$ cat config.mk
export PLATFORM = sky130hd
export DESIGN_NAME = mux8_rr_arbiter
export DESIGN_NICKNAME = d
export VERILOG_FILES = /design/src/rtl/mux8_arb_pkg.sv /design/src/rtl/rr_pick8.sv /design/src/rtl/mux8_rr_arbiter.sv
export SDC_FILE = /design/constraint.sdc
export NUM_CORES = 1
export LEC_CHECK = 0
export ABC_AREA = 1
export CORE_MARGIN = 5
export CORE_UTILIZATION = 45
export DETAILED_ROUTE_END_ITERATION = 12
export GPL_TIMING_DRIVEN = 0
export PLACE_DENSITY = 0.65
export SLEW_MARGIN = 20
export SYNTH_ARGS = -nofsm -noshare
export SYNTH_HDL_FRONTEND = slang
export SYNTH_SLANG_ARGS = --single-unit
$ cat constraint.sdc
create_clock -name clk -period 3.05 [get_ports clk]
set_input_delay 0.61 -clock clk [delete_from_list [all_inputs] [get_ports clk]]
set_output_delay 0.61 -clock clk [all_outputs]
set_load 0.01 [all_outputs]
$ cat src/rtl/mux8_arb_pkg.sv
// Shared types and the rotate-priority search used by the 8-way round-robin arbiter.
package mux8_arb_pkg;

  localparam int unsigned N_REQ = 8;
  localparam int unsigned SEL_W = 3;

  typedef enum logic {
    IDLE = 1'b0,
    HOLD = 1'b1
  } arb_state_e;

  typedef struct packed {
    logic             found;
    logic [SEL_W-1:0] win;
  } pick_t;

  // First set request found when scanning ptr, ptr+1, ... with wrap from 7 to 0.
  function automatic pick_t rr_next(input logic [N_REQ-1:0] req,
                                    input logic [SEL_W-1:0] ptr);
    pick_t            res;
    logic [SEL_W-1:0] idx;
    res = '0;
    for (int unsigned k = 0; k < N_REQ; k++) begin
      idx = ptr + SEL_W'(k);
      if (!res.found && req[idx]) begin
        res.found = 1'b1;
        res.win   = idx;
      end
    end
    return res;
  endfunction

endpackage

$ cat src/rtl/rr_pick8.sv
// Combinational rotate-priority encoder: picks the first requester at or after ptr.
module rr_pick8
  import mux8_arb_pkg::*;
(
  input  logic [N_REQ-1:0] req,
  input  logic [SEL_W-1:0] ptr,
  output logic [SEL_W-1:0] win,
  output logic             found
);

  pick_t pick;

  always_comb begin
    pick = rr_next(req, ptr);
  end

  assign win   = pick.win;
  assign found = pick.found;

endmodule

$ cat src/rtl/mux8_rr_arbiter.sv
// Round-robin arbiter sharing one serial output channel between 8 requesters,
// with a bounded hold time per grant and the 8:1 data mux for the owner.
module mux8_rr_arbiter
  import mux8_arb_pkg::*;
#(
  parameter int unsigned MAX_HOLD = 16,
  parameter int unsigned CNT_W    = 8
) (
  input  logic             clk,
  input  logic             rst,
  input  logic [N_REQ-1:0] req,
  input  logic [N_REQ-1:0] data,
  output logic [N_REQ-1:0] gnt,
  output logic [SEL_W-1:0] sel,
  output logic             out,
  output logic             out_valid,
  output logic             busy
);

  arb_state_e       state_q;
  logic [N_REQ-1:0] gnt_q;
  logic [SEL_W-1:0] sel_q;
  logic [SEL_W-1:0] ptr_q;
  logic [CNT_W-1:0] cnt_q;
  logic             busy_q;

  logic [SEL_W-1:0] pick_win;
  logic             pick_found;
  logic             release_d;
  logic             out_d;

  rr_pick8 u_pick (
    .req   (req),
    .ptr   (ptr_q),
    .win   (pick_win),
    .found (pick_found)
  );

  // Owner dropping its request takes precedence over hold-limit expiry;
  // both lead to the same release.
  always_comb begin
    release_d = 1'b0;
    if (state_q == HOLD) begin
      release_d = !req[sel_q] || (cnt_q == CNT_W'(MAX_HOLD));
    end
  end

  always_ff @(posedge clk or posedge rst) begin
    if (rst) begin
      state_q <= IDLE;
      gnt_q   <= '0;
      sel_q   <= '0;
      ptr_q   <= '0;
      cnt_q   <= '0;
      busy_q  <= 1'b0;
    end else begin
      case (state_q)
        IDLE: begin
          if (pick_found) begin
            state_q <= HOLD;
            gnt_q   <= N_REQ'(1) << pick_win;
            sel_q   <= pick_win;
            cnt_q   <= CNT_W'(1);
            busy_q  <= 1'b1;
          end
        end
        HOLD: begin
          if (release_d) begin
            // Pointer moves past the owner so a pre-empted requester drops to lowest priority.
            state_q <= IDLE;
            gnt_q   <= '0;
            busy_q  <= 1'b0;
            ptr_q   <= sel_q + SEL_W'(1);
          end else begin
            cnt_q <= cnt_q + CNT_W'(1);
          end
        end
        default: begin
          state_q <= IDLE;
          gnt_q   <= '0;
          busy_q  <= 1'b0;
        end
      endcase
    end
  end

  always_comb begin
    out_d = 1'b0;
    if (busy_q) begin
      out_d = data[sel_q];
    end
  end

  assign gnt       = gnt_q;
  assign sel       = sel_q;
  assign busy      = busy_q;
  assign out       = out_d;
  assign out_valid = busy_q & req[sel_q];

endmodule

# After elaboration in Yosys (flattened, before gate mapping)
# Cells that the tools add are included.
# op_classes
n_mux	42
add_sub_neg	9
n_mul	0
n_lt_le_gt_ge	9
n_shift	1
reduce_logical	20
n_eq_ne	4
div_mod_pow	0
n_bitwise	2
# ops
operator	n
3-bit by 4-bit < comparator with 1-bit output, second input constant	9
4-bit 2-to-1 mux	8
8-bit 2-to-1 mux	4
8-bit one-hot mux with 2 select lines	2
1-bit binary-select mux with 3-bit select	10
1-bit 2-to-1 mux	16
3-bit adder, second input constant	4
8-bit by 1-bit adder with 8-bit output, second input constant	1
8-bit by 5-bit == test with 1-bit output, second input constant	1
1-bit logical NOT	8
2-bit AND reduction	4
1-bit by 3-bit left shift with 8-bit output, first input constant	1
1-bit logical AND	7
3-bit by 1-bit adder with 3-bit output, second input constant	2
3-bit by 2-bit adder with 3-bit output, second input constant	2
2-bit by 1-bit != test with 1-bit output, second input constant	2
1-bit one-hot mux with 2 select lines	2
2-bit != test, second input constant	1
1-bit bitwise AND	1
1-bit logical OR	1
1-bit NOT	1
# totals
mem_count	0
regBits	24
latchBits	0
mem_bits_ro	0
mem_bits_rw	0

# Longest topological paths before layout
# Gate-level depths: netlist of run 1.
# depth
word_depth	27
ltp_mapped	20

# By module
# From an unflattened synthesis of run 1, not the netlist that was laid out.
# unflattened
cells_unflattened	313
hier_area_um2	2189.6
# modules_own_cells
module	seq_area_each_um2	instances	area_per_inst_um2	cells_each
mux8_rr_arbiter	600.6	1	1477.7	176
rr_pick8	0.0	1	711.9	137

# Least setup slack after synthesis of run 1
# No wires, ideal clock.
# synth_path
kind	reg-to-reg
start	reg ptr_q[0]
end	reg gnt_q[4] (netlist: gnt[4])
period_less_slack_ns	2.510
t_arrival_ns	2.394
setup_ns	0.117
n_path_buf	2
path_slack_ns	0.540
path_stages_with_launch	17
path_cell_list	dfrtp_1 > inv_2 > buf_6 > ha_1 > buf_2 > inv_1 > nand3_2 > nand3_2 > nand2_4 > nor2_8 > nand4_4 > nor2_8 > nand4_1 > nand3_1 > nor2_1 > nand2_1 > nand2_1
# synth_between
elab_chain_cells	27
word_cells_on_any_way	50
# synth_rtl
element	line	text
start: declaration	mux8_rr_arbiter.sv:23	logic [SEL_W-1:0] ptr_q;
start signal: assignment	mux8_rr_arbiter.sv:73	ptr_q <= sel_q + SEL_W'(1);
parallel branches: the longest is 23 deep, another holds 3-bit by 1-bit adder with 3-bit output	--	
4-bit 2-to-1 mux (*)	mux8_arb_pkg.sv:25	if (!res.found && req[idx]) begin
1-bit by 3-bit left shift with 8-bit output	mux8_rr_arbiter.sv:61	gnt_q <= N_REQ'(1) << pick_win;
8-bit 2-to-1 mux	mux8_rr_arbiter.sv:59	if (pick_found) begin
8-bit one-hot mux with 2 select lines	mux8_rr_arbiter.sv:57	case (state_q)
end signal: assignment	mux8_rr_arbiter.sv:61	
end: declaration	mux8_rr_arbiter.sv:21	logic [N_REQ-1:0] gnt_q;
# Mark *: on every way between the ends. The select of a mux whose other input is x is not followed.
# A chain may end at the register's enable or synchronous reset.

# Worst setup path in the final report of run 1
# layout_path
start	in req[6]
end	out out_valid
# layout_between
elab_chain_cells	3
# layout_rtl
element	line	text
start: declaration	mux8_rr_arbiter.sv:11	input logic [N_REQ-1:0] req,
1-bit binary-select mux with 3-bit select	mux8_rr_arbiter.sv:98	assign out_valid = busy_q & req[sel_q];
1-bit 2-to-1 mux (not written as such)	mux8_rr_arbiter.sv:98	
1-bit bitwise AND	mux8_rr_arbiter.sv:98	
end: declaration	mux8_rr_arbiter.sv:16	output logic out_valid,
# Every way passes these cells. The select of a mux whose other input is x is not followed.

==> summary.md, run 1 <==
| Metric | Value |
|---|---|
| Slew margin rel. | 40.3% |
| Routed WL | 5210 um |
| GRT Total Usage | 17.0% |
| Fin Clk Skew | 0.00239 ns |
| Drt pass-1 iters | 4 |
| Capture point of the worst reg-to-reg path | gnt[3]$_DFFE_PP0P_ |
| Max stage delay cell, worst path | clkdlybuf4s50_1 |
| Final Cell Area | 0.00260 mm2 |
| Final hold viol count | 0 |
| P&R area growth vs syn | 24.4% |
| Core Footprint | 0.00444 mm2 |
| Drt via density | 5.42 |
| Cell Area, Placed | 0.00247 mm2 |
| Reg2reg setup slack | 0.20 ns |
| CTS tree | done |
| Worst reg2reg startpoint | ptr_q[0]$_DFFE_PP0P_ |
| Longest Clk Path Bufs | 2 |
| Critical path arrival | 2.27 ns |
| Final setup fails | 0 |
| Mapped cell area | 0.00209 mm2 |
| Clock root buffer master | clkbuf_8 |
| Yosys reg bits | 24 |
| Routed Antenna Nets | 0 |
| ANT cells | 0 |
| CTS Sinks | 24 |
| Share of the synthesized area in the top cell type | 28.7% |
| Syn_nets | 320 |
| CTS buffer count | 3 |
| Worst hold-check path type | register to register |
| Outcome | complete, no violations |
| Clock Latency Late Sink | 0.26 ns |
| Max Cap Viol | 0 |
| Pin count of the biggest net entering global routing | 25 |
| Crit path top cell by count | clkdlybuf4s50_1 |
| Area contributors post-synth | dfrtp_1 (29%), nand2_1 (13%), nand3_1 (10%), nor2_1 (5.4%), inv_1 (4.5%) |
| F_max | 0.348 GHz |
| CTS clk-pin slew, worst paths | 0.08 ns |
| Post-CTS Hold Buffers | 0 |
| Die ar. | 0.00611 mm2 |
| # IOs | 32 |
| Mapped Cells | 297 |
| Critical path peak fanout | 3 |
| Max-slew violations | 0 |
| Hold path cells | 2 |
| Layout Nets | 361 |
| Total congestion overflow | 0 |
| Worst stage delay on the critical path | 0.53 ns |
| Starting DRT DRC Count | 118 |
| Worst setup EP type | output port |
| H-tree depth | 1 |
| Worst-path cell chain | clkdlybuf4s50_1 -> o21ai_0 -> o221ai_1 -> o21a_1 -> and2_1 -> clkdlybuf4s50_1 |
| Worst EP required | 2.44 ns |
| Worst Tran Pin Value | 0.895 ns |
| Min Tclk post-route | 2.88 ns |
| First-pass GRT wire length | 8580 um |
| Die Y | 78.2 um |
| Family with the most delay on the worst path | buffers and inverters |
| Initial antenna violation count | 0 |
| Worst setup SP type | input port |
| Port bufs | 31 |
| DIE WIDTH | 78.2 um |
| Final Wtd Congestion | 0.901 |
| Row Count | 24 |
| Yosys top cell by area | dfrtp_1 |
| Per-cell routed wire length | 13.4 um |
| Worst path bufs/invs | 2 |
| Most frequent cells in the layout | nand2_1 (72), nand3_1 (38), clkdlybuf4s50_1 (31) |
| Commonest non-fill, non-tap cell in the layout | nand2_1 |
| WS Path Type | input port to output port |
| Initial Utilization | 47.1% |
| Period Utilization, post-route | 94.3% |
| Netlist cell types | 34 |
| R2r worst-path depth | 17 |
| Share of layout cells above drive strength 1 | 15.2% |
| Syn_area_per_cell | 7.04 um2 |
| Ys Warns | 0 |
| Sequential area share after synthesis | 28.7% |
| Hold Startpoint | gnt[2]$_DFFE_PP0P_ |
| WHS Endpoint | gnt[2]$_DFFE_PP0P_ |
| Vias in the first global route | 1,921 |
| Dpl hpwl | 4050 um |
| Vias | 2,103 |
| DRC Markers | 0 |
## registers in the layout, indices dropped and copies added, names as in the netlist
signal   count
ptr_q        3
cnt_q        8
busy         1
gnt          8
sel          3
state_q      1
## layer usage
layer | track usage (%) | up-vias | wire length, um
li1 | - | 1071 | -
met1 | 22.9 | 978 | 2460
met2 | 29.0 | 52 | 2440
met3 | 3.78 | 2 | 298
met4 | 1.92 | 0 | 12
met5 | 0 | - | 0
## layout make-up
| class | count | area [um2] |
|---|---|---|
| plain buffers | 6 | 46.3 |
| clock buffers | 3 | 41.3 |
| fillers | 427 | 1840 |
| inverters | 30 | 121 |
| multi-input cells | 237 | 1380 |
| flip-flops and latches | 24 | 602 |
| well taps | 52 | 65.1 |
| repair buffers | 36 | 348 |
## cell families after synthesis
family	Yosys count	share of synthesized area [%]
xor gates and xnor gates	12	5.74
buffers and inverters	36	7.48
DFF	24	28.7
and+or+nand+nor	180	43.6
adders and majority gates	5	2.99
AOI/OAI and AO/OA	40	11.5
## worst register-to-register path, delay by kind of cell, from the launching register on
family / cells / cell delay, ns
fa+ha+maj: 1 / 0.24
buf+inv: 4 / 0.66
simple gates: 12 / 1.45
flops: 1 / 0.46
## through the flow
step | setup TNS (ns) | worst slack, ns | hold slack, ns | cells | utilization, %
4_1_cts | 0 | 0.0250 | 0.488 | 383 | 56.5
6_report | 0 | 0.174 | 0.480 | 388 | 58.6
3_5_place_dp | -0.0360 | -0.0180 | 0.466 | 380 | 55.5
2_1_floorplan | 0 | 0.540 | 0.516 | 297 | -
5_1_grt | -0.0262 | -0.0262 | 0.512 | 388 | 58.6
3_3_place_gp | 0 | 0.00587 | 0.464 | 380 | 55.5
## synthesized netlist by cell type
library cell / n
nor2_2: 2
nand2_2: 5
buf_2: 3
nand2_4: 3
dfrtp_1: 24
nand4_1: 8
o41ai_1: 1
xnor2_1: 4
inv_1: 25
and2_1: 1
a31oi_4: 1
o22ai_1: 8
xor2_2: 2
buf_6: 1
a21oi_1: 3
nand3b_4: 1
a31oi_1: 1
inv_4: 1
nor2_1: 30
nor2_8: 3
o221ai_1: 1
a21boi_0: 1
o21a_1: 1
buf_4: 2
nand4_4: 1
nand3_1: 43
ha_1: 5
o21ai_0: 18
nand3_2: 5
nand2_1: 73
xor2_1: 6
nor3_1: 5
o21ai_1: 5
inv_2: 4
## how the worst max path moves through the flow
stage,from,end,slack [ns],depth (start not counted)
3_5_place_dp,ptr_q[0]$_DFFE_PP0P_,gnt[4]$_DFFE_PP0P_,-0.02,16
3_3_place_gp,ptr_q[1]$_DFFE_PP0P_,gnt[0]$_DFFE_PP0P_,0.006,16
5_1_grt,ptr_q[0]$_DFFE_PP0P_,gnt[3]$_DFFE_PP0P_,-0.03,17
6_report,req[6],out_valid,0.17,6
2_1_floorplan,ptr_q[0]$_DFFE_PP0P_,gnt[4]$_DFFE_PP0P_,0.54,16
4_1_cts,ptr_q[0]$_DFFE_PP0P_,gnt[4]$_DFFE_PP0P_,0.03,18
## repair_timing
action	4_1_cts	5_1_grt
endpoints found under the setup margin	2	10
endpoints found under the hold margin	0	0
resized for setup	2	13
buffers inserted	0	5
pin swaps	0	4
Power of run 1 is left out: the tool's default activity adds up to more than one toggle a clock period on the data nets, which glitch-free logic cannot reach.
==> run 2, diff against run 1 <==
--- a/config.mk
+++ b/config.mk
@@ -11,7 +11,6 @@
 export DETAILED_ROUTE_END_ITERATION = 12
 export GPL_TIMING_DRIVEN = 0
 export PLACE_DENSITY = 0.65
-export SLEW_MARGIN = 20
 export SYNTH_ARGS = -nofsm -noshare
 export SYNTH_HDL_FRONTEND = slang
 export SYNTH_SLANG_ARGS = --single-unit
==> results of run 2 <==
Final layout, timing and power as in run 1 (identical DEF).
Power of run 2 is left out for the same reason.
==> run 3, diff against run 2 <==
--- a/config.mk
+++ b/config.mk
@@ -7,10 +7,10 @@
 export LEC_CHECK = 0
 export ABC_AREA = 1
 export CORE_MARGIN = 5
-export CORE_UTILIZATION = 45
+export CORE_UTILIZATION = 59
 export DETAILED_ROUTE_END_ITERATION = 12
 export GPL_TIMING_DRIVEN = 0
-export PLACE_DENSITY = 0.65
+export PLACE_DENSITY = 0.83
 export SYNTH_ARGS = -nofsm -noshare
 export SYNTH_HDL_FRONTEND = slang
 export SYNTH_SLANG_ARGS = --single-unit
==> constraint.sdc (replaced) <==
create_clock -name clk -period 3.68 [get_ports clk]
set_input_delay 0.736 -clock clk [delete_from_list [all_inputs] [get_ports clk]]
set_output_delay 0.736 -clock clk [all_outputs]
set_load 0.01 [all_outputs]
==> run 3 against run 2 <==
  * Register-to-register slack better by 0.46 ns
  * Worst setup slack better by 0.39 ns
  * Final cell count down 2.6%
  * Sequential share of layout area up 0.94 points
  * Clock skew about the same
  * Non-clock buffer count down 5
  * Sequential cell count unchanged
  * First-iteration DRC count up 92%
  * Wire length down 5.3%
  * Critical path depth unchanged
  * Largest cell class unchanged
==> summary.md, run 3 (synthesis gave the netlist of run 1 again) <==
| Metric | Value |
|---|---|
| # IOs | 32 (unchanged) |
| F_max | 0.320 GHz |
| DIE WIDTH | 69.5 um (was 78.2 um) |
| RSZ-0062 raised after global routing | false |
| Max stage delay cell, worst path | clkdlybuf4s50_1 (unchanged) |
| Core Footprint | 0.00339 mm2 (was 0.00444 mm2) |
| Die ar. | 0.00484 mm2 (was 0.00611 mm2) |
| GRT Total Usage | 21.1% (was 17.0%) |
| Min Tclk post-route | 3.12 ns |
| Routed Antenna Nets | 0 (unchanged) |
| ANT cells | 0 (unchanged) |
| H-tree depth | 1 (unchanged) |
| Total congestion overflow | 0 (unchanged) |
| Worst EP required | 2.94 ns (was 2.44 ns) |
| Row Count | 21 (was 24) |
| Port bufs | 31 (unchanged) |
| Final Wtd Congestion | 0.858 (was 0.901) |
| Critical path peak fanout | 3 (unchanged) |
| Drt via density | 5.47 (was 5.42) |
| Critical path arrival | 2.38 ns (was 2.27 ns) |
| Crit path top cell by count | clkdlybuf4s50_1 (unchanged) |
| Vias | 2,068 (was 2,103) |
| Period Utilization, post-route | 84.8% |
| Share of layout cells above drive strength 1 | 11.4% (was 15.2%) |
| Initial Utilization | 61.7% (was 47.1%) |
| Vias in the first global route | 2,026 (was 1,921) |
| Final setup fails | 0 (unchanged) |
| Worst path bufs/invs | 2 (unchanged) |
| DRC Markers | 0 (unchanged) |
| Final hold viol count | 0 (unchanged) |
| Most frequent cells in the layout | nand2_1 (73), nand3_1 (43), clkdlybuf4s50_1 (31) (was nand2_1 (72), nand3_1 (38), clkdlybuf4s50_1 (31)) |
| Drt pass-1 iters | 4 (unchanged) |
| Worst setup SP type | input port (unchanged) |
| Worst-path cell chain | clkdlybuf4s50_1 -> o21ai_0 -> o221ai_1 -> o21a_1 -> and2_1 -> clkdlybuf4s50_1 (unchanged) |
| Reg2reg setup slack | 0.66 ns (was 0.20 ns) |
| Post-CTS Hold Buffers | 0 (unchanged) |
| CTS buffer count | 3 (unchanged) |
| Worst Tran Pin Value | 0.872 ns (was 0.895 ns) |
| Worst stage delay on the critical path | 0.53 ns (about the same) |
| WS Path Type | input port to output port (unchanged) |
| Commonest non-fill, non-tap cell in the layout | nand2_1 (unchanged) |
| Routed WL | 4930 um (was 5210 um) |
| Slew margin rel. | 41.8% (was 40.3%) |
| Post-CTS setup buffer count | 0 (unchanged) |
| Fin Clk Skew | 0.00271 ns (was 0.00239 ns) |
| Initial antenna violation count | 0 (unchanged) |
| Pin count of the biggest net entering global routing | 25 (unchanged) |
| CTS tree | done (unchanged) |
| Setup TNS Final | 0 ns (unchanged) |
| Worst setup EP type | output port (unchanged) |
| Post-CTS sizing | 0 (was 2) |
| P&R area growth vs syn | 19.3% (was 24.4%) |
| Family with the most delay on the worst path | buffers and inverters (unchanged) |
| Per-cell routed wire length | 13.0 um (was 13.4 um) |
| Worst hold-check path type | register to register (unchanged) |
| Clock root buffer master | clkbuf_4 (was clkbuf_8) |
| Die Y | 69.5 um (was 78.2 um) |
| Dpl hpwl | 3900 um (was 4050 um) |
| CTS Sinks | 24 (unchanged) |
| Clock Latency Late Sink | 0.31 ns (was 0.26 ns) |
| Max Cap Viol | 0 (unchanged) |
| First-pass GRT wire length | 8630 um (was 8580 um) |
| CTS clk-pin slew, worst paths | 0.12 ns (was 0.08 ns) |
| Starting DRT DRC Count | 226 (was 118) |
| Layout Nets | 356 (was 361) |
| Longest Clk Path Bufs | 2 (unchanged) |
| Outcome | complete, no violations (unchanged) |
| Max-slew violations | 0 (unchanged) |
## run 3: cell types whose count changed in the layout (fill, tap and decap cells not counted), sizes merged
cell and change:
buf -3, inv +1, clkbuf -1, clkinvlp -1
## run 3: worst paths after layout
kind                                       from                 end  cells after the start
min                          gnt[5]$_DFFE_PP0P_  gnt[5]$_DFFE_PP0P_                      2
min in group asynchronous                   rst  gnt[3]$_DFFE_PP0P_                      2
min reg2reg                  gnt[5]$_DFFE_PP0P_  gnt[5]$_DFFE_PP0P_                      2
max reg2reg                ptr_q[1]$_DFFE_PP0P_  gnt[0]$_DFFE_PP0P_                     16
max                                      req[6]           out_valid                      6
max in group asynchronous                   rst   state_q$_DFF_PP0_                      2
## run 3: per-stage QoR
stage | setup slack [ns] | hold slack, ns | utilization, % | instance area (um2) | std cells
2_1_floorplan | 1.17 | 0.516 | - | 2090 | 297
3_3_place_gp | 0.563 | 0.465 | 72.6 | 2460 | 374
3_5_place_dp | 0.562 | 0.466 | 72.6 | 2460 | 374
4_1_cts | 0.554 | 0.504 | 73.6 | 2500 | 378
5_1_grt | 0.307 | 0.536 | 73.6 | 2500 | 378
6_report | 0.560 | 0.497 | 73.6 | 2500 | 378
## run 3: tightest hold or removal path: cells and delay by family (launching register included)
family / cells / cell delay [ns]
and+or+nand+nor: 2 / 0.11
DFF: 1 / 0.36
## run 3: routing by layer
layer / up-vias / track usage (%) / wire, um
met1: 942 / 27.5 / 2290
li1: 1064 / - / -
met4: 0 / 7.59 / 74
met3: 10 / 2.61 / 195
met5: - / 0 / 0
met2: 52 / 35.7 / 2380
## run 3: final cells by class
type | instances | area (um2)
buffer | 6 | 41.3
clock buffer | 4 | 36.3
fill | 269 | 893
inverter | 30 | 115
multi-input combinational | 237 | 1340
sequential | 24 | 601
tap | 46 | 57.6
timing repair buffer | 31 | 310
Power of run 3 is left out for the same reason.
==> edit 1: new RTL, settings of run 1 <==
Set the parameter `CNT_W` to 12 (it was 8).
--- a/src/rtl/mux8_rr_arbiter.sv
+++ b/src/rtl/mux8_rr_arbiter.sv
@@ -6,3 +6,3 @@
   parameter int unsigned MAX_HOLD = 16,
-  parameter int unsigned CNT_W    = 8
+  parameter int unsigned CNT_W    = 12
 ) (
Behaviour: same outputs for any inputs over 10 cycles, from zero or initial values and one cycle with rst high; that may be too few to reach the edited logic, so the function may still have changed.
==> edit 1 against run 1 <==
- sequential cell count up 4
- sequential share of layout area up 0.25 points
- final area up 15%
- worst setup slack worse by 0.035 ns
- wire length up 20%
- area after synthesis up 22%
- critical path type unchanged
- critical endpoint unchanged
- highest routed layer unchanged
==> edit 1: results (changes against run 1) <==
<table>
<tr><th>Metric</th><th>Value</th></tr>
<tr><th colspan="2">Layout</th></tr>
<tr><td>Clk cell area share</td><td>0.01375 (-0.002115)</td></tr>
<tr><td>Number of non-clock inverters in the layout</td><td>45 (+50%)</td></tr>
<tr><td>Share of post-route cells with drive strength above 1</td><td>0.1562 (+0.004386)</td></tr>
<tr><th colspan="2">Status</th></tr>
<tr><td>Result of the run</td><td>complete, no violations</td></tr>
<tr><th colspan="2">Synthesis</th></tr>
<tr><td>Sequential fraction of the synthesis area</td><td>0.2748 (-0.01230)</td></tr>
<tr><td>Cell count after synthesis</td><td>363 (+22%)</td></tr>
<tr><td>Leading cell types by total area after synthesis</td><td>dfrtp_1, nand2_1, nand3_1</td></tr>
<tr><td>Post-synthesis instance area</td><td>0.002550 sq mm (+22%)</td></tr>
<tr><td>Post-synth top cells</td><td>nand2_1, nand3_1, inv_1</td></tr>
<tr><td>Count of state elements after synthesis</td><td>28 (+17%)</td></tr>
<tr><th colspan="2">Critical path</th></tr>
<tr><td>Worst setup startpoint</td><td>req[5]</td></tr>
<tr><td>Reg-to-reg slack, setup</td><td>0.25 ns (+0.05 ns)</td></tr>
<tr><th colspan="2">Route</th></tr>
<tr><td>Starting DRC count in detailed routing</td><td>151 (+28%)</td></tr>
<tr><td>M1 WL</td><td>2849 microns (+16%)</td></tr>
<tr><td>Routed met3 length</td><td>225 microns (-24%)</td></tr>
<tr><td>Via count</td><td>2,477 (+18%)</td></tr>
<tr><td>Total Routed Length</td><td>6225 microns (+20%)</td></tr>
<tr><td>Routed wirelength normalized by instance count</td><td>13.27 microns (-1.1%)</td></tr>
<tr><th colspan="2">Global routing</th></tr>
<tr><td>GR met2 Demand/Resource</td><td>0.3114 (+0.02120)</td></tr>
<tr><td>Wire length of the first global-routing pass</td><td>10,690 microns (+25%)</td></tr>
<tr><td>Gr usage total</td><td>0.1765 (+0.006057)</td></tr>
<tr><td>Via count of the first global-routing pass</td><td>2,262 (+18%)</td></tr>
<tr><th colspan="2">Place</th></tr>
<tr><td>Weighted congestion at the end of routability-driven global placement</td><td>0.8688 (-3.5%)</td></tr>
<tr><th colspan="2">Timing</th></tr>
<tr><td>Final period util</td><td>0.9544 (+0.01150)</td></tr>
<tr><td>Relative slew slack</td><td>0.6164 (+0.2136)</td></tr>
</table>
## edit 1: cell types whose count changed after synthesis, sizes merged, moves of 6 or more
cell,before,now
nand3,48,55
o22ai,8,1
nand4,9,15
inv,30,44
nand2,81,111
o21ai,23,31
## edit 1: timing repair
item	in CTS	in global routing
hold buffers	0	0
endpoints found under the setup margin	24	24
pin swaps	0	0
setup buffers	0	0
cloned	0	0
gates resized for setup	1	5
## edit 1: worst register-to-register path: stages, from the launching register on
cell	delay, ns
dfrtp_2	0.47
inv_2	0.10
buf_6	0.16
ha_2	0.36
inv_2	0.16
nand3_1	0.16
nand3_2	0.13
nand2_4	0.08
nor2_8	0.13
nand4_4	0.14
nor2_8	0.18
nand3_4	0.11
nand2_8	0.12
nand2_4	0.08
buf_6	0.16
nand4_2	0.07
o21ai_2	0.05
## edit 1: logic make-up (layout without fill, tap and decap cells)
family                     count (synthesis)  count (layout)  synth area share
and+or+nand+nor                          230             230            0.4652
buffers and inverters                     53              87           0.09911
AOI/OAI and AO/OA                         40              40            0.1124
DFF                                       28              28            0.2748
xor gates and xnor gates                   7               7           0.02404
adders and majority gates                  5               5           0.02453
## edit 1: final timing paths
check / end / cells past startpoint
min in group asynchronous: cnt_q[5] / 2
setup / recovery: out_valid / 6
setup reg to reg: cnt_q[7] / 16
hold / removal: gnt[4] / 2
max in group asynchronous: ptr_q[0] / 2
hold reg to reg: gnt[4] / 2
## edit 1: power groups by stage
stage,clock (mW),combinational [mW],sequential [mW]
3_5_place_dp,0,3.05,0.569
6_report,0.200,3.09,0.562
2_1_floorplan,0,2.34,0.570
3_3_place_gp,0,3.02,0.565
5_1_grt,0.222,3.45,0.577
4_1_cts,0.209,3.06,0.561
==> edit 2: new RTL, settings of run 1 <==
Without the edit above. Make the reset (`rst`) synchronous in one clocked block.
--- a/src/rtl/mux8_rr_arbiter.sv
+++ b/src/rtl/mux8_rr_arbiter.sv
@@ -47,3 +47,3 @@
 
-  always_ff @(posedge clk or posedge rst) begin
+  always_ff @(posedge clk) begin
     if (rst) begin
Function: differs if rst is asserted again (counterexample within 4 cycles, from zero or initial values and one cycle with rst high); with rst held inactive, the same outputs for 10 cycles.
==> edit 2 against run 1 <==
- sequential cell count unchanged
- area after synthesis decreased by 0.30%
- wire length increased by 3.3%
- critical path type unchanged
- worst setup slack got worse by 0.079 ns
- count of clock-buffer cells in the layout unchanged
- final area decreased by 1.8%
- core utilization decreased by 0.68 points
==> edit 2: results (changes against run 1) <==
<table>
<tr><th>Metric</th><th>Value</th></tr>
<tr><th colspan="2">Synthesis</th></tr>
<tr><td>XOR/XNOR Fraction of Synth Area</td><td>0.02100 (-0.03642)</td></tr>
<tr><td>Complex-gate fraction of the synthesized area</td><td>0.1080 (-0.006854)</td></tr>
<tr><td>Post-Syn Nets</td><td>376 (+18%)</td></tr>
<tr><td>Number of library cell types mapped by synthesis</td><td>35 (+2.9%)</td></tr>
<tr><td>Post-synth top cells</td><td>nand2_1, nor2_1, nand3_1</td></tr>
<tr><th colspan="2">Layout</th></tr>
<tr><td>Final Net Count</td><td>413 (+14%)</td></tr>
<tr><td>Share of post-route cells with drive strength above 1</td><td>0.1157 (-0.03610)</td></tr>
<tr><th colspan="2">Route</th></tr>
<tr><td>Via count</td><td>2,283 (+8.6%)</td></tr>
<tr><td>Total met2 wirelength after detailed routing</td><td>2438 microns (about the same)</td></tr>
<tr><td>Routed met3 length</td><td>322 microns (+8.1%)</td></tr>
<tr><td>Starting DRC count in detailed routing</td><td>136 (+15%)</td></tr>
<tr><th colspan="2">Place</th></tr>
<tr><td>Placed Instance Area</td><td>0.002451 sq mm (-0.66%)</td></tr>
<tr><td>Sum of net half-perimeters after detailed placement</td><td>4134 microns (+2.1%)</td></tr>
<tr><td>Number of placed instances with taps included</td><td>435 (+14%)</td></tr>
<tr><td>Weighted congestion at the end of routability-driven global placement</td><td>0.8635 (-4.1%)</td></tr>
<tr><td>Quantity of I/O buffers inserted on ports</td><td>30 (-3.2%)</td></tr>
<tr><th colspan="2">Global routing</th></tr>
<tr><td>GR met2 Demand/Resource</td><td>0.2873 (-0.002988)</td></tr>
<tr><td>Wire length of the first global-routing pass</td><td>9287 microns (+8.2%)</td></tr>
<tr><td>Global routing usage on met1</td><td>0.2572 (+0.02778)</td></tr>
<tr><td>Via count of the first global-routing pass</td><td>2,048 (+6.6%)</td></tr>
<tr><td>Gr usage total</td><td>0.1796 (+0.009129)</td></tr>
<tr><th colspan="2">Min path</th></tr>
<tr><td>Destination of the worst hold path</td><td>cnt_q[6]</td></tr>
<tr><th colspan="2">Status</th></tr>
<tr><td>Result of the run</td><td>complete, no violations</td></tr>
<tr><th colspan="2">Critical path</th></tr>
<tr><td>Capture instance of the worst register-to-register path</td><td>cnt_q[1]</td></tr>
<tr><th colspan="2">Timing</th></tr>
<tr><td>Relative slew slack</td><td>0.6869 (+0.2841)</td></tr>
</table>
==> edit 2: cell count changes in the layout (fill, tap and decap cells not counted), moves of 5 or more <==
cell / before / now
nor2_1: 30 / 63
dfxtp_1: 0 / 24
o22ai_1: 8 / 2
inv_1: 24 / 37
nand2_1: 72 / 91
o21ai_0: 17 / 12
dfrtp_1: 23 / 0
a21oi_1: 2 / 14
==> edit 2: layout make-up <==
| cell class | count | share of cell area |
|---|---|---|
| Tap cell | 52 | 0.02547 |
| Buffer | 8 | 0.01910 |
| Timing Repair Buffer | 32 | 0.1234 |
| Clock buffer | 3 | 0.01616 |
| Inverter | 47 | 0.07150 |
| Multi-Input combinational cell | 274 | 0.5446 |
| Clock inverter | 1 | 0.01175 |
| Sequential cell | 24 | 0.1881 |
==> edit 2: repair_timing <==
action                     in CTS  in global routing
resized for setup               0                  5
buffers inserted                0                  2
setup endpoints to repair       0                 20
